--- config.mk ---
export PLATFORM = sky130hd
export DESIGN_NAME = mem_stage
export DESIGN_NICKNAME = d
export VERILOG_FILES = /design/src/rtl/mem_stage.sv
export SDC_FILE = /design/constraint.sdc
export NUM_CORES = 1
export LEC_CHECK = 0
export ABC_AREA = 1
export ABC_CLOCK_PERIOD_IN_PS = 3200
export CORE_ASPECT_RATIO = 1.2
export CORE_MARGIN = 4
export CORE_UTILIZATION = 25
export DETAILED_ROUTE_END_ITERATION = 7
export PLACE_DENSITY = 0.53
export SYNTH_ARGS = -nofsm -noshare
export SYNTH_HDL_FRONTEND = slang
export SYNTH_SLANG_ARGS = --single-unit
--- constraint.sdc ---
create_clock -name clk -period 3.2 [get_ports clk]
set_input_delay 0.64 -clock clk [delete_from_list [all_inputs] [get_ports clk]]
set_output_delay 0.64 -clock clk [all_outputs]
set_load 0.02 [all_outputs]
--- src/rtl/mem_stage.sv ---
// Memory stage: one outstanding data-memory access with a single-entry writeback register.
// Define MEM_MISALIGN_TRAP_EN to trap misaligned half/word accesses instead of truncating the address.
module mem_stage #(
    parameter int WORD     = 32,
    parameter int ADDR_LEN = 32
) (
    input  logic                clk,
    input  logic                reset,
    input  logic                ex_valid,
    output logic                ex_ready,
    input  logic [ADDR_LEN-1:0] pc_i,
    input  logic [WORD-1:0]     alu_out,
    input  logic [WORD-1:0]     store_data,
    input  logic [4:0]          rd_i,
    input  logic                mem_rd,
    input  logic                mem_wr,
    input  logic [1:0]          mem_size,
    input  logic                mem_uns,
    output logic                dmem_req,
    output logic                dmem_we,
    output logic [ADDR_LEN-1:0] dmem_addr,
    output logic [WORD-1:0]     dmem_wdata,
    output logic [3:0]          dmem_be,
    input  logic                dmem_ack,
    input  logic [WORD-1:0]     dmem_rdata,
    output logic                wb_valid,
    output logic [ADDR_LEN-1:0] wb_pc,
    output logic [WORD-1:0]     wb_data,
    output logic [4:0]          wb_rd,
    output logic                wb_exc,
    input  logic                wb_ready
);

    typedef enum logic {IDLE, ACCESS} state_t;

    state_t              state_q, state_d;
    logic                req_q, req_d;
    logic                we_q, we_d;
    logic [ADDR_LEN-1:0] addr_q, addr_d;
    logic [WORD-1:0]     wdata_q, wdata_d;
    logic [3:0]          be_q, be_d;
    logic [1:0]          size_q, size_d;
    logic                uns_q, uns_d;
    logic [1:0]          off_q, off_d;
    logic [4:0]          rd_q, rd_d;
    logic [ADDR_LEN-1:0] pc_q, pc_d;
    logic                wb_valid_q, wb_valid_d;
    logic [ADDR_LEN-1:0] wb_pc_q, wb_pc_d;
    logic [WORD-1:0]     wb_data_q, wb_data_d;
    logic [4:0]          wb_rd_q, wb_rd_d;
    logic                wb_exc_q, wb_exc_d;

    logic [ADDR_LEN-1:0] ea;
    logic                is_mem;
    logic                misalign;
    logic                xfer;
    logic [7:0]          lb;
    logic [15:0]         lh;
    logic [WORD-1:0]     load_val;

    assign ea       = ADDR_LEN'(alu_out);
    assign is_mem   = mem_rd | mem_wr;
    assign ex_ready = (state_q == IDLE) && (!wb_valid_q || wb_ready);
    assign xfer     = ex_valid && ex_ready;

`ifdef MEM_MISALIGN_TRAP_EN
    assign misalign = ((mem_size == 2'b01) && ea[0]) ||
                      (mem_size[1] && (ea[1:0] != 2'b00));
`else
    assign misalign = 1'b0;
`endif

    always_comb begin
        lb = dmem_rdata[{off_q, 3'b000} +: 8];
        lh = dmem_rdata[{off_q[1], 4'b0000} +: 16];
        unique case (size_q)
            2'b00:   load_val = uns_q ? {{(WORD-8){1'b0}}, lb}
                                      : {{(WORD-8){lb[7]}}, lb};
            2'b01:   load_val = uns_q ? {{(WORD-16){1'b0}}, lh}
                                      : {{(WORD-16){lh[15]}}, lh};
            default: load_val = dmem_rdata;
        endcase
    end

    always_comb begin
        state_d    = state_q;
        req_d      = req_q;
        we_d       = we_q;
        addr_d     = addr_q;
        wdata_d    = wdata_q;
        be_d       = be_q;
        size_d     = size_q;
        uns_d      = uns_q;
        off_d      = off_q;
        rd_d       = rd_q;
        pc_d       = pc_q;
        wb_valid_d = wb_valid_q && !wb_ready;
        wb_pc_d    = wb_pc_q;
        wb_data_d  = wb_data_q;
        wb_rd_d    = wb_rd_q;
        wb_exc_d   = wb_exc_q;
        unique case (state_q)
            IDLE: begin
                if (xfer && !is_mem) begin
                    wb_valid_d = 1'b1;
                    wb_pc_d    = pc_i;
                    wb_data_d  = alu_out;
                    wb_rd_d    = rd_i;
                    wb_exc_d   = 1'b0;
                end else if (xfer && misalign) begin
                    wb_valid_d = 1'b1;
                    wb_pc_d    = pc_i;
                    wb_data_d  = alu_out;
                    wb_rd_d    = 5'd0;
                    wb_exc_d   = 1'b1;
                end else if (xfer) begin
                    state_d = ACCESS;
                    req_d   = 1'b1;
                    we_d    = mem_wr;
                    addr_d  = {ea[ADDR_LEN-1:2], 2'b00};
                    size_d  = mem_size;
                    uns_d   = mem_uns;
                    off_d   = ea[1:0];
                    rd_d    = rd_i;
                    pc_d    = pc_i;
                    unique case (mem_size)
                        2'b00: begin
                            be_d    = 4'b0001 << ea[1:0];
                            wdata_d = {(WORD/8){store_data[7:0]}};
                        end
                        2'b01: begin
                            be_d    = ea[1] ? 4'b1100 : 4'b0011;
                            wdata_d = {(WORD/16){store_data[15:0]}};
                        end
                        default: begin
                            be_d    = 4'b1111;
                            wdata_d = store_data;
                        end
                    endcase
                end
            end
            ACCESS: begin
                // wb register is guaranteed empty here, so completion can load it
                if (dmem_ack) begin
                    state_d    = IDLE;
                    req_d      = 1'b0;
                    wb_valid_d = 1'b1;
                    wb_pc_d    = pc_q;
                    wb_exc_d   = 1'b0;
                    wb_data_d  = we_q ? '0 : load_val;
                    wb_rd_d    = we_q ? 5'd0 : rd_q;
                end
            end
            default: state_d = IDLE;
        endcase
    end

    always_ff @(posedge clk or negedge reset) begin
        if (!reset) begin
            state_q    <= IDLE;
            req_q      <= 1'b0;
            we_q       <= 1'b0;
            addr_q     <= '0;
            wdata_q    <= '0;
            be_q       <= '0;
            size_q     <= '0;
            uns_q      <= 1'b0;
            off_q      <= '0;
            rd_q       <= '0;
            pc_q       <= '0;
            wb_valid_q <= 1'b0;
            wb_pc_q    <= '0;
            wb_data_q  <= '0;
            wb_rd_q    <= '0;
            wb_exc_q   <= 1'b0;
        end else begin
            state_q    <= state_d;
            req_q      <= req_d;
            we_q       <= we_d;
            addr_q     <= addr_d;
            wdata_q    <= wdata_d;
            be_q       <= be_d;
            size_q     <= size_d;
            uns_q      <= uns_d;
            off_q      <= off_d;
            rd_q       <= rd_d;
            pc_q       <= pc_d;
            wb_valid_q <= wb_valid_d;
            wb_pc_q    <= wb_pc_d;
            wb_data_q  <= wb_data_d;
            wb_rd_q    <= wb_rd_d;
            wb_exc_q   <= wb_exc_d;
        end
    end

    assign dmem_req   = req_q;
    assign dmem_we    = we_q;
    assign dmem_addr  = addr_q;
    assign dmem_wdata = wdata_q;
    assign dmem_be    = be_q;
    assign wb_valid   = wb_valid_q;
    assign wb_pc      = wb_pc_q;
    assign wb_data    = wb_data_q;
    assign wb_rd      = wb_rd_q;
    assign wb_exc     = wb_exc_q;

endmodule

## Yosys cells after proc, flatten, opt, wreduce, memory -nomap -nowiden

Index checks and enable logic that the tools add are counted.

| storage, ports and cells | value |
|---|---|
| register bits after elaboration | 182 |
| bits of input ports | 143 |
| logic and storage cells | 71 |

| operators by class | value |
|---|---|
| equality and inequality tests | 6 |
| shift-type cells | 3 |
| multiplexer cells | 30 |
| bitwise gates (word level) | 3 |
| reduce and logical (&&, ||, !) cells | 13 |

Operators by type and width:

| kind | number |
|---|---|
| 32-bit one-hot mux with 2 select lines | 4 |
| 32-bit two-way mux | 7 |
| 32-bit by 6-bit indexed part select with 16-bit output | 1 |
| 32-bit by 6-bit indexed part select with 8-bit output | 1 |
| 5-bit two-way mux | 3 |
| 5-bit one-hot mux with 2 select lines | 1 |
| 1-bit two-way mux | 9 |
| 1-bit one-hot mux with 2 select lines | 4 |
| 4-bit one-hot mux with 2 select lines | 1 |
| 2-bit inequality test (second input constant) | 3 |
| 3-bit AND reduction | 2 |
| 2-bit by 1-bit equality test with 1-bit output (second input constant) | 2 |
| 1-bit logical AND | 4 |
| 2-bit zero test | 2 |
| 4-bit two-way mux | 1 |
| 1-bit by 2-bit << shifter with 4-bit output (first input constant) | 1 |
| 1-bit zero test | 3 |
| 2-bit by 1-bit inequality test with 1-bit output (second input constant) | 1 |
| 1-bit NOT | 2 |
| 2-bit AND reduction | 1 |
| 1-bit logical OR | 1 |
| 1-bit OR | 1 |

## Depth between registers and ports, before layout

Gate-level depths: netlist of run 1.

| depth | value |
|---|---|
| word-level depth | 7 |
| gate-level depth with buffers | 11 |

## Worst setup path before layout of run 1

OpenSTA, ideal clock, no wires.

| timing path | value |
|---|---|
| path kind | in2reg |
| start | input wb_ready |
| end | register wb_pc_q[11], in the netlist wb_pc[11] |
| arrival | 1.709 ns |
| path slack | 1.364 ns |
| stages on the path | 7 |
| cell sequence | nor2_1 -> nor2_2 -> nand2_1 -> o21ai_2 -> buf_2 -> buf_4 -> a31oi_1 |

| between the ends | value |
|---|---|
| longest elaborated chain between the ends | 6 |

RTL lines:

| what | line | text |
|---|---|---|
| start, declared | 31 | `input logic wb_ready` |
| 1-bit logical OR | 63 | `assign ex_ready = (state_q == IDLE) && (!wb_valid_q \|\| wb_ready);` |
| 1-bit logical AND | 63 |  |
| net ex_ready | 10 | `output logic ex_ready,` |
| 1-bit logical AND | 64 | `assign xfer = ex_valid && ex_ready;` |
| 1-bit logical AND | 104 | `if (xfer && !is_mem) begin` |
| 2-bit by 1-bit inequality test with 1-bit output (no line) | - |  |
| 2-bit AND reduction (no line) | - |  |
| end signal, assigned | 189 | `wb_pc_q <= wb_pc_d;` |
| end, declared | 48 | `logic [ADDR_LEN-1:0] wb_pc_q, wb_pc_d;` |

The timed path passes the listed nets, and every way through them passes these cells.
A chain may end at the register's enable or synchronous reset.

## Final worst setup path of run 1

| timing path | value |
|---|---|
| start | input wb_ready |
| end | output ex_ready |

| between the ends | value |
|---|---|
| longest elaborated chain between the ends | 2 |

RTL lines:

| what | line |
|---|---|
| 1-bit logical OR | 63 |
| 1-bit logical AND | 63 |
| end, declared | 10 |

No other way between the ends.

==> run metrics, run 1 <==
status=finished, final reports clean; core outline area=0.0331 sq mm; Post-CTS Setup Bufs=0; Leakage=around 5.6 nW; #FFs+latches synth=181; ant diodes=0; relative slew slack=49.2%; Nets=between 1000 and 1500; register area share after synthesis=54.3%; fraction of layout cells with a size suffix above 1=4.91%; CP Data Required Time=2.56 ns; I/O pin total=285; Worst IR Drop VDD=326 uV; RSZ-0062 raised after global routing=no; largest net degree at the start of global routing=103; TritonCTS clock tree=done; std cell rows=73; Tmin final=2.79 ns; Routed WL per cell=16.6 um; Post-Syn Instances=1077; Crit Path Category=in -> out; global-route wire length before repair=approximately 46000 um; Final ANT Viol Nets=0; setup_tns=0 ns; skew final=0.0166 ns; DR vias/cell=between 4 and 5; Placer Congestion=0.802; CTS Buf Count=17; port bufs=281; Tcrit/Tclk final=87.0%; Crit Path Max Fanout=3; CP Capture Type=output port; Pins Over Slew Limit=0; CTS root buf=clkbuf_16; Tot GR Track Use=between 10% and 20%; MaxCap Viol Count=0; total congestion overflow=0; Die Ht=approximately 210 um; Fmax=around 0.36 GHz; Worst-path clk slew=0.07 ns; Final Hold Viols=0; distinct cell type count after synthesis=23; Post-Route WL=29700 um; die footprint=0.0364 sq mm; hold buffers post-CTS=0; Hold/Removal Path Class=in -> async; initial core utilization=25.2%; Max clock buf depth=2; Mean Syn Cell Area=7.75 sq um; Area growth syn-to-layout=46.2%; worst reg-to-reg setup slack=roughly 0.89 ns; dpl hpwl=21100 um; worst-skew pair later-pin latency=0.44 ns; die width=175 um; Clock Sinks=181; Pre-antenna DRT Iters=5; Synthesis Warnings=0; measured slew at the worst slew-check pin=0.761 ns; Finished Core Util=36.9%; H-tree depth=4; DR vias=7832; commonest non-fill, non-tap cells in the layout=nand2_1 (371), clkdlybuf4s50_1 (280), dfrtp_1 (180), nor2_1 (168), o21ai_0 (80); vias in the first global route=7873; Netlist Area Pre-Place=~0.0083 sq mm; most common cell after layout, fill and taps aside=nand2_1; Residual DRC=0; hold_ws=approximately 0.19 ns; PD cells=825 mW/mm^2; initial antenna violation count=2; CP startpoint kind=primary input; Data arrival, critical path=2.15 ns; Starting DRT DRC Count=498; CTS resizes=0; Final setup viols=0
synthesized netlist by cell type (all sizes together):
cell type,count,area [sq um]
a21oi,66,330
a31oi,39,244
o21bai,1,7.51
conb,1,3.75
o21ai,89,449
dfrtp,181,4530
nor2,171,663
nand3,27,148
buf,27,160
clkbuf,40,150
inv,60,230
nand2,375,1430
power by group:
part	leakage, nW	internal, W	total (W)	switching (W)
Clock	0.281	0.00110	0.00209	0.000987
Sequential	2.17	0.00312	0.00362	0.000503
Combinational	3.14	0.00190	0.00436	0.00246
area by class of cell:
cell class              instances  area, sq um
clock buffers                  18          439
clock inverters                14          124
inverters                      60          230
repair buffers                300         3010
well taps                     450          563
flip-flops and latches        181         4530
fillers                      3497        20900
multi-input cells             771         3300
metal layers:
metal	part of all wire, %	vias to the layer above	track usage (%)	routed length, um
met5	0.11	-	0	32
met2	50	217	27.7	14800
met4	1.7	4	4.61	507
met3	6.1	26	3.80	1820
met1	42	3684	20.5	12600
li1	-	3901	-	-
logic make-up after synthesis:
logic type / synth area share, %
flops: 54.3
buf+inv: 6.48
compound gates: 12.4
simple gates: 26.8
other cells: 0.0449
state kept, by name (all words and copies together), names as in the netlist:
register,count
dmem_wdata,32
pc_q,32
wb_data,32
wb_pc,32
dmem_addr,30
rd_q,5
wb_rd,5
dmem_be,4
off_q,2
size_q,2
dmem_req,1
dmem_we,1
state_q,1
uns_q,1
wb_valid,1
final timing paths:
check                                startpoint                        end  depth (start not counted)
setup / recovery                       wb_ready                   ex_ready                          4
min in group clk           pc_q[26]$_DFFE_PN0P_       pc_q[26]$_DFFE_PN0P_                          2
setup reg to reg              state_q$_DFF_PN0_    wb_data[11]$_DFFE_PN0P_                          8
hold reg to reg            pc_q[26]$_DFFE_PN0P_       pc_q[26]$_DFFE_PN0P_                          2
max in group asynchronous                 reset  dmem_addr[27]$_DFFE_PN0P_                          2
hold / removal                            reset        pc_q[6]$_DFFE_PN0P_                          1
stage by stage:
stage	total power [W]	setup WS (ns)	cell area (sq um)	cells
2_1_floorplan	0.00586	1.36	8350	1079
3_3_place_gp	0.00803	0.413	11600	1762
3_5_place_dp	0.00807	0.417	11600	1762
4_1_cts	0.0102	0.402	12200	1794
5_1_grt	0.0107	0.397	12200	1794
6_report	0.0101	0.415	12200	1794
critical path, cell delays in order:
cell,delay [ns]
clkdlybuf4s50_1,0.50
nor2_1,0.09
nor2_2,0.22
clkdlybuf4s50_1,0.70
No activity file was read; power rests on OpenSTA's default activity.
==> run 2, diff against run 1 <==
==> constraint.sdc (replaced) <==
create_clock -name clk -period 3.2 [get_ports clk]
set_input_delay 0.32 -clock clk [delete_from_list [all_inputs] [get_ports clk]]
set_output_delay 0.32 -clock clk [all_outputs]
set_load 0.02 [all_outputs]
==> run metrics, run 2 (synthesis gave the netlist of run 1 again) <==
status=finished, final reports clean; Pre-antenna DRT Iters=5; std cell rows=between 70 and 80; CP Capture Type=flop; Worst Reg-to-Reg Cells=7; core outline area=around 0.033 sq mm; Final setup viols=0; die width=175 um; relative slew slack=around half; CP cell instances=nor2_2 > nand2_1 > o21ai_4 > inv_2 > buf_4 > nor2_1 > a21oi_1; Tcrit/Tclk final=74.1%; metal3 WL=1660 um; measured slew at the worst slew-check pin=approximately 0.75 ns; CTS Buf Count=17; DR vias=7996; Worst IR Drop VDD=about 280 uV; global-route wire length before repair=46700 um; Post-Route WL=29800 um; Final ANT Viol Nets=0; dpl hpwl=21600 um; port bufs=281; Crit Path Category=reg -> reg; Fmax=~0.42 GHz; Final Hold Viols=0; Critical-path top delay cell=dfrtp_2; largest net degree at the start of global routing=81; setup_tns=0 ns; most common cell after layout, fill and taps aside=nand2_1; Tot GR Track Use=about 16%; Tmin final=2.37 ns; initial core utilization=25.2%; worst-skew pair later-pin latency=around 0.43 ns; post-route cell area=about 0.012 sq mm; crit-path max cell delay=0.53 ns; Max clock buf depth=2; initial antenna violation count=4; Starting DRT DRC Count=just over 400; Area growth syn-to-layout=46.2%; skew final=roughly 0.0076 ns; CTS root buf=clkbuf_16; Power Total=about 0.010 W; I/O pin total=285; CP startpoint kind=flop; fraction of layout cells with a size suffix above 1=under 10%; highest routed layer=met5; total congestion overflow=0; Clock Sinks=181; Placer Congestion=roughly 0.83; H-tree depth=4; Post-CTS Setup Bufs=0; Residual DRC=0; RSZ-0062 raised after global routing=no; Reg2Reg Launch Point=state_q$_DFF_PN0_; Nets=1471; Worst R2R End=wb_data[8]$_DFFE_PN0P_; worst reg-to-reg setup slack=0.83 ns; Pins Over Slew Limit=0; Area after DPL=about 0.012 sq mm; Data arrival, critical path=2.69 ns; met2 WL=14600 um; CP Data Required Time=3.52 ns; PD cells=828 mW/mm^2; FILL cells=3509; commonest non-fill, non-tap cells in the layout=nand2_1 (371), clkdlybuf4s50_1 (280), dfrtp_1 (180), nor2_1 (168), o21ai_0 (80); die footprint=0.0364 sq mm; vias in the first global route=slightly above 8000; M1 WL=12600 um; Crit Path Max Fanout=25; Leakage=around 5.6 nW; Die Ht=208 um; Hold/Removal Path Class=in -> async; TritonCTS clock tree=done; DR vias/cell=4.46; MaxCap Viol Count=0; Worst-path clk slew=~0.07 ns; Routed WL per cell=16.6 um
## run 2: changes by cell type in the layout (fill, tap and decap cells not counted), sizes merged, moves of 2 or more
cell,before,now
diode,0,2
inv,64,62
clkinv,8,3
clkinvlp,1,4
clkbuf,19,22
buf,19,15
## run 2: layer usage
layer  track usage [%]  up-vias
met3              3.69       40
met1              20.4     3786
li1                  -     3906
met2              27.2      260
met5                 0        -
met4              6.69        4
## run 2: timing repair
item / CTS / global route
gates resized for setup: 0 / 0
hold buffers: 1 / 0
hold endpoints to repair: 76 / 0
## run 2: layout make-up
type	instances	area, sq um	area share [%]
Clock buffer	21	450	3.69
Sequential cell	181	4530	37.2
Antenna cell	2	5.00	0.0410
Tap cell	450	563	4.62
Multi-Input combinational cell	771	3300	27.1
Timing Repair Buffer	297	2990	24.5
Inverter	60	230	1.89
Clock inverter	11	126	1.04
## run 2: where the power goes
| part | total, W | leakage (nW) | switching (W) | internal [W] |
|---|---|---|---|---|
| Clock | 0.00213 | 0.270 | 0.000952 | 0.00118 |
| Sequential | 0.00364 | 2.17 | 0.000523 | 0.00312 |
| Combinational | 0.00433 | 3.12 | 0.00244 | 0.00189 |
| Total | 0.0101 | 5.56 | 0.00392 | 0.00618 |
## run 2: how the worst max path moves through the flow
| stage | from | end | cells past startpoint |
|---|---|---|---|
| 5_1_grt | state_q$_DFF_PN0_ | wb_data[8]$_DFFE_PN0P_ | 7 |
| 4_1_cts | state_q$_DFF_PN0_ | wb_data[8]$_DFFE_PN0P_ | 7 |
| 3_5_place_dp | wb_ready | wb_data[8]$_DFFE_PN0P_ | 9 |
| 2_1_floorplan | wb_valid$_DFF_PN0_ | wb_pc[11]$_DFFE_PN0P_ | 8 |
| 6_report | state_q$_DFF_PN0_ | wb_data[8]$_DFFE_PN0P_ | 7 |
| 3_3_place_gp | wb_ready | wb_data[8]$_DFFE_PN0P_ | 9 |
## run 2: critical path: cells and delay by family (launching register included)
kind,cells,cell delay [ns]
flops,1,0.53
simple gates,3,0.47
compound gates,2,0.58
buf+inv,2,0.66
## run 2: per-stage QoR
stage                     utilization [%]  hold slack (ns)  cells  setup WS [ns]
after floorplan                         -           0.0244   1079           1.47
after global placement               35.1            0.391   1758          0.477
after detailed placement             35.1            0.392   1758          0.475
after CTS                            36.9            0.420   1791          0.735
after global routing                 36.9            0.441   1793          0.660
final                                36.9            0.443   1793          0.828
==> run 3, diff against run 2 <==
ABC_CLOCK_PERIOD_IN_PS = 2500   (was 3200)
clock period = 2.5 ns   (was 3.2 ns; I/O delays follow)
==> run metrics, run 3 (synthesis gave the netlist of run 1 again) <==
Final ANT Viol Nets=0; global-route wire length before repair=between 40000 and 50000 um; RSZ-0062 raised after global routing=no; Fmax=~0.47 GHz; CP Capture Point=ex_ready; Crit Path Max Fanout=3; port bufs=roughly 280; met2 WL=14900 um; Worst-path clk slew=0.07 ns; commonest non-fill, non-tap cells in the layout=nand2_1 (371), clkdlybuf4s50_1 (280), dfrtp_1 (180), nor2_1 (168), o21ai_0 (80); Inst Count DP=1766; combinational share of power=between 40% and 50%; largest net degree at the start of global routing=82; CTS root buf=clkbuf_16; cell internal pwr=0.00805 W; MaxCap Viol Count=0; Tmin final=2.14 ns; Post-Route WL=slightly below 30000 um; M1 WL=roughly 12000 um; DP Worst Slack=0.432 ns; DR vias=7834; Data arrival, critical path=1.89 ns; metal3 WL=1580 um; final worst setup slack=between 0.3 and 0.4 ns; clock share of power=around 22%; Clock Sinks=around 180; Crit Path Category=reg -> out; P_sw=0.00506 W; initial core utilization=25.2%; Die Ht=approximately 210 um; CP startpoint kind=flop; skew final=between 0.01 and 0.015 ns; Worst R2R End=wb_data[23]$_DFFE_PN0P_; Pins Over Slew Limit=0; setup_tns=0 ns; Critical-path top delay cell=clkdlybuf4s50_1; PD cells=1070 mW/mm^2; highest routed layer=met5; dpl hpwl=21900 um; std cell rows=73; Routed WL per cell=16.5 um; measured slew at the worst slew-check pin=0.775 ns; worst reg-to-reg setup slack=0.42 ns; crit-path max cell delay=about 0.74 ns; core outline area=around 0.033 sq mm; vias in the first global route=7951; Max clock buf depth=2; CP cell instances=inv_1 > nor2_1 > nor2_2 > clkdlybuf4s50_1; Net Sw Frac=just under 40%; CTS Buf Count=17; fraction of layout cells with a size suffix above 1=under 10%; Power Total=0.0131 W; Residual DRC=0; Reg2Reg Launch Point=size_q[1]$_DFFE_PN0P_; die width=175 um; total congestion overflow=0; Placer Congestion=0.805; DR vias/cell=~4.3; critical path startpoint=wb_valid$_DFF_PN0_; Nets=1479; most common cell after layout, fill and taps aside=nand2_1; Hold/Removal Path Class=in -> async; Worst IR Drop VDD=334 uV; Tot GR Track Use=16.4%; CP Capture Type=output port; Crit path max-delay family=buffers and inverters; Starting DRT DRC Count=between 500 and 600; status=finished, final reports clean; hold_ws=roughly 0.32 ns; relative slew slack=48.3%; fin cells=between 1500 and 2000; initial antenna violation count=4; Final Hold Viols=0; Worst Reg-to-Reg Cells=9; Tcrit/Tclk final=between 80% and 90%; CTS resizes=0; Flop pwr share=a little over a third; TritonCTS clock tree=done; Pre-antenna DRT Iters=5; Crit. path cell count=4; H-tree depth=4; Buf/Inv on CP=2; I/O pin total=around 290; Final setup viols=0; CP Data Required Time=around 2.3 ns; Post-CTS Setup Bufs=0; worst-skew pair later-pin latency=0.43 ns; die footprint=about 0.036 sq mm; Leakage=5.63 nW; Area growth syn-to-layout=47.5%
## run 3: layout make-up
cell class,instances,area [sq um]
inverter,60,230
multi-input combinational,771,3300
antenna,2,5.00
clock buffer,19,443
clock inverter,13,170
fill,3468,20800
timing repair buffer,305,3060
tap,450,563
sequential,181,4530
## run 3: per-stage QoR
step                      util [%]  instance area [sq um]
after CTS                     37.2                  12300
final                         37.2                  12300
after detailed placement      35.3                  11700
after global placement        35.3                  11700
after floorplan                  -                   8350
after global routing          37.2                  12300
## run 3: power groups by stage
stage | Clock [W] | Combinational [W] | Sequential, W
floorplan | 0 | 0.00188 | 0.00562
global placement | 0 | 0.00563 | 0.00469
detailed placement | 0 | 0.00567 | 0.00469
CTS | 0.00298 | 0.00569 | 0.00466
global route | 0.00308 | 0.00609 | 0.00479
finish | 0.00287 | 0.00559 | 0.00464
## run 3: routing by layer
| metal | GRT usage (%) | vias to the layer above |
|---|---|---|
| met5 | 0 | - |
| met4 | 6.59 | 4 |
| met3 | 3.83 | 42 |
| met2 | 27.5 | 213 |
| met1 | 20.4 | 3651 |
| li1 | - | 3924 |
## run 3: repair_timing
action | 4_1_cts | 5_1_grt
endpoints found under the hold margin | 41 | 0
hold buffers | 1 | 0
setup endpoints to repair | 0 | 0
## run 3: worst min-delay path by stage
stage / start / end / slack [ns] / depth (start not counted)
after global placement: reset / dmem_wdata[0]$_DFFE_PN0P_ / 0.22 / 1
final: reset / dmem_wdata[0]$_DFFE_PN0P_ / 0.32 / 2
after detailed placement: reset / dmem_wdata[4]$_DFFE_PN0P_ / 0.23 / 1
after floorplan: reset / dmem_addr[10]$_DFFE_PN0P_ / -0.05 / 0
after global routing: reset / dmem_wdata[0]$_DFFE_PN0P_ / 0.35 / 2
after CTS: reset / dmem_wdata[0]$_DFFE_PN0P_ / 0.32 / 2
==> RTL change 1: new RTL, config.mk and constraints of run 3 <==
Take the reset off `addr_q`, `wdata_q`, `be_q`, `rd_q`, `pc_q` and `wb_data_q` and load them in a clocked block of their own.
--- a/src/rtl/mem_stage.sv
+++ b/src/rtl/mem_stage.sv
@@ -162,5 +162,2 @@
             we_q       <= 1'b0;
-            addr_q     <= '0;
-            wdata_q    <= '0;
-            be_q       <= '0;
             size_q     <= '0;
@@ -168,7 +165,4 @@
             off_q      <= '0;
-            rd_q       <= '0;
-            pc_q       <= '0;
             wb_valid_q <= 1'b0;
             wb_pc_q    <= '0;
-            wb_data_q  <= '0;
             wb_rd_q    <= '0;
@@ -179,5 +173,2 @@
             we_q       <= we_d;
-            addr_q     <= addr_d;
-            wdata_q    <= wdata_d;
-            be_q       <= be_d;
             size_q     <= size_d;
@@ -185,7 +176,4 @@
             off_q      <= off_d;
-            rd_q       <= rd_d;
-            pc_q       <= pc_d;
             wb_valid_q <= wb_valid_d;
             wb_pc_q    <= wb_pc_d;
-            wb_data_q  <= wb_data_d;
             wb_rd_q    <= wb_rd_d;
@@ -193,2 +181,11 @@
         end
+    end
+
+    always_ff @(posedge clk) begin
+        addr_q    <= addr_d;
+        wdata_q   <= wdata_d;
+        be_q      <= be_d;
+        rd_q      <= rd_d;
+        pc_q      <= pc_d;
+        wb_data_q <= wb_data_d;
     end
Behaviour: not the same (a bounded check fails within 4 cycles, from zero or initial values and one cycle with reset low).
==> RTL change 1 against run 3 <==
  * Hold slack improved by 2.9 ps
  * Sequential cell count unchanged
  * Final area decreased by 3.9%
  * Worst setup slack improved by 170 ps
  * Via count decreased by 20%
  * Total power decreased by 22%
  * Routed wire length decreased by 17%
  * First-iteration DRC count decreased by 36%
  * Synthesized area decreased by 5.0%
  * Largest cell class unchanged
==> RTL change 1: results <==
metrics = {
    "run_status": {
        "status": "finished clean",
    },
    "power_and_ir_drop": {
        "cellLeakagePower_nw": 4.86,
        "swShare_pct": 33.4,
        "vdd_drop_max_uv": 376,
    },
    "synthesis": {
        "async_flop_share_pct": 25.4,
        "yosys_most_used_dff": "edfxtp_1",
        "yosysTopAreaCellShare_pct": 51.2,
        "synth_edf_count": 135,
        "synth_seq_area_share_pct": 65.7,
        "avgSynthCellArea_um2": 9.99,
        "yosys.cell_types.count": 30,
    },
    "placed_design": {
        "dp_hpwl_um": 18500,
        "placed_cell_area_mm2": 0.0112,
        "pre_cts_ws_ps": 293,
        "dp.cells": 1458,
        "place_congestion": 0.780,
    },
    "grt": {
        "antenna_found_initial": 0,
        "grt_pass1_wl_um": 36900,
        "grt_use_met2_pct": 24.6,
        "grtUsageTotal_pct": 14.0,
        "use_met1_pct": 16.8,
        "grt_max_degree": 66,
        "grt_pass1_vias": 6333,
    },
    "timing": {
        "relSlewSlack_pct": 60.2,
        "finClkSkew_ps": 10.3,
    },
    "worst_setup_path": {
        "worstPathMaxFanout": 27,
        "arrival_ps": 2140,
    },
    "layout": {
        "multi_input_area_mm2": 0.00223,
        "fill_cells": 3136,
        "multi_input_cells": 511,
        "nClkBuffers": 21,
        "fin_util_pct": 37.7,
        "clock_area_share_pct": 5.02,
        "antenna_cells": 0,
        "inverters_excl_clock": 65,
        "seq_area_share_pct": 44.0,
    },
    "die": {
        "core_mm2": 0.0314,
    },
    "drt": {
        "wl_met3_um": 1630,
        "top_layer_used": "met4",
        "post_drt_via_cell_ratio": 4.19,
        "wl_met2_um": 12600,
        "wl_met1_um": 10100,
        "drt_iter0_drc": 325,
        "wire_per_inst_um": 16.6,
    },
}
## RTL change 1: cell types whose count changed after synthesis, moves of 25 or more
cell,delta
dfrtp_1,-135
edfxtp_1,+135
nor2_1,-129
a21oi_1,-60
o21ai_0,-48
a31oi_1,-39
nand2_1,-33
clkbuf_1,-31
o21ai_1,+25
## RTL change 1: what timing repair did
| action | 4_1_cts | 5_1_grt |
|---|---|---|
| endpoints found under the hold margin | 20 | 0 |
| resized for setup | 0 | 0 |
| hold buffers | 1 | 0 |
| buffers inserted | 0 | 0 |
## RTL change 1: path summary, 6_finish.rpt
check / from / to / slack (ps) / cells after the start
min in group clk: pc_i[12] / pc_q[12] / 400 / 1
worst min register to register: dmem_req / dmem_req / 500 / 2
max in group asynchronous: reset / size_q[0] / 1380 / 3
worst max-delay path: size_q[1] / wb_data[18] / 540 / 9
worst min-delay path: reset / wb_pc[10] / 320 / 2
worst max register to register: size_q[1] / wb_data[18] / 540 / 9
## RTL change 1: cells by family (layout without fill, tap and decap cells)
kind of cell / after synthesis / count (layout) / synth area share [%]
AOI/OAI and AO/OA: 82 / 82 / 5.57
buffers and inverters: 103 / 398 / 6.60
DFF: 181 / 181 / 65.7
other: 1 / 3 / 0.0473
and+or+nand+nor: 426 / 426 / 22.1
## RTL change 1: power by group through the flow
stage                     registers [mW]  logic (mW)  clock network [mW]
after floorplan                     4.61        1.41                   0
after global placement              4.16        3.41                   0
after detailed placement            4.16        3.41                   0
after CTS                           4.11        3.43                2.82
after global routing                4.16        3.67                2.95
final                               4.09        3.37                2.73
## RTL change 1: critical path: stages (launching register included)
cell,delay (ps)
dfrtp_1,610
inv_8,150
nand2_4,130
nor2_1,60
nand2_2,80
nand2_4,50
nand2_4,130
nand3_4,240
nand2_1,190
nand2_1,60
==> RTL change 2: new RTL, settings of run 3 <==
Without the edit above. Change the parameter `WORD` from 32 to 64.
--- a/src/rtl/mem_stage.sv
+++ b/src/rtl/mem_stage.sv
@@ -3,3 +3,3 @@
 module mem_stage #(
-    parameter int WORD     = 32,
+    parameter int WORD     = 64,
     parameter int ADDR_LEN = 32
Interface: changed (5 resized); port bits go from 285 to 445. No check against the original RTL was run, so the function may have changed too.
==> RTL change 2 against run 3 <==
  * Via count up 46%
  * Count of clock-buffer cells in the layout up 23
  * Final area up 43%
  * Worst setup slack better by 30 ps
  * Global-route usage up 0.95 points
  * Die area up 38%
  * Sequential cell count up 64
  * Synthesized area up 40%
  * Routed wire length up 52%
  * Total power up 44%
  * Critical path type is now flip-flop to flip-flop
  * Largest cell class unchanged
  * Largest power group unchanged
==> RTL change 2: results <==
metrics = {
    "synthesis": {
        "avgSynthCellArea_um2": 7.62,
        "ys_ff_latch": 245,
        "synth_seq_area_share_pct": 52.6,
    },
    "power_and_ir_drop": {
        "vdd_drop_max_uv": 527,
        "cellLeakagePower_nw": 8.07,
    },
    "layout": {
        "multi_input_area_share_pct": 27.0,
        "multi_input_cells": 1107,
        "antenna_cells": 4,
        "drive_above_1_share_pct": 6.46,
        "ff_latch_area_mm2": 0.00613,
        "fill_cells": 4867,
        "inverters_excl_clock": 84,
        "nClkBuffers": 42,
        "n_all_buffers": 465,
        "buffer_area_share_pct": 26.9,
        "instances_no_fill": 2570,
    },
    "drt": {
        "wl_met1_um": 18700,
        "post_drt_via_cell_ratio": 4.46,
        "wl_met2_um": 22100,
        "wire_per_inst_um": 17.6,
        "drt_iter0_drc": 617,
    },
    "worst_setup_path": {
        "worstPathMaxFanout": 51,
        "crit_end": "dmem_wdata[18]",
        "arrival_ps": 2590,
        "r2r.worst_path.cells": 5,
        "crit_path_max_incr_delay_ps": 920,
        "critPathTopFamily": "simple AND/OR/NAND/NOR gates",
    },
    "clock_tree": {
        "cts_max_level": 1,
        "cts_buffer_depth": 3,
        "numCtsBuffers": 28,
    },
    "grt": {
        "grtUsageTotal_pct": 17.3,
        "use_met3_pct": 4.39,
        "grt_pass1_vias": 11300,
        "grt_use_met2_pct": 29.6,
        "grt_pass1_wl_um": 69300,
    },
    "timing": {
        "hold_ws_ps": 241,
        "setup_ws_ps": 394,
    },
    "run_status": {
        "status": "finished clean",
    },
    "placed_design": {
        "place_congestion": 0.809,
    },
}
RTL change 2: changes by cell type after synthesis, sizes merged:
cell and change:
clkbuf +1, buf +27, dfrtp +64, nand2 +136, a21oi +16, inv +23
nor2 +152, o21ai -24, clkinv +1, nand3 +56
RTL change 2: power by group:
group / leakage [nW] / switching (mW) / internal [mW] / total [mW]
sequential: 2.92 / 0.844 / 5.44 / 6.28
clock: 0.438 / 1.70 / 2.31 / 4.01
combinational: 4.72 / 4.85 / 3.67 / 8.52
total: 8.07 / 7.39 / 11.4 / 18.8
RTL change 2: cells by family (layout without fill, tap and decap cells):
group           count (synthesis)  in the layout  synth area share, %
other cells                     1              7               0.0322
flops                         245            245                 52.6
buf+inv                       179            598                 6.83
simple gates                  917            917                 31.4
compound gates                187            187                 9.15
RTL change 2: stage by stage:
step | power [mW] | instance area, um^2
after floorplan | 10.7 | 11700
after global placement | 14.9 | 16700
after detailed placement | 15.0 | 16700
after CTS | 19.2 | 17600
after global routing | 20.0 | 17600
final | 18.8 | 17600
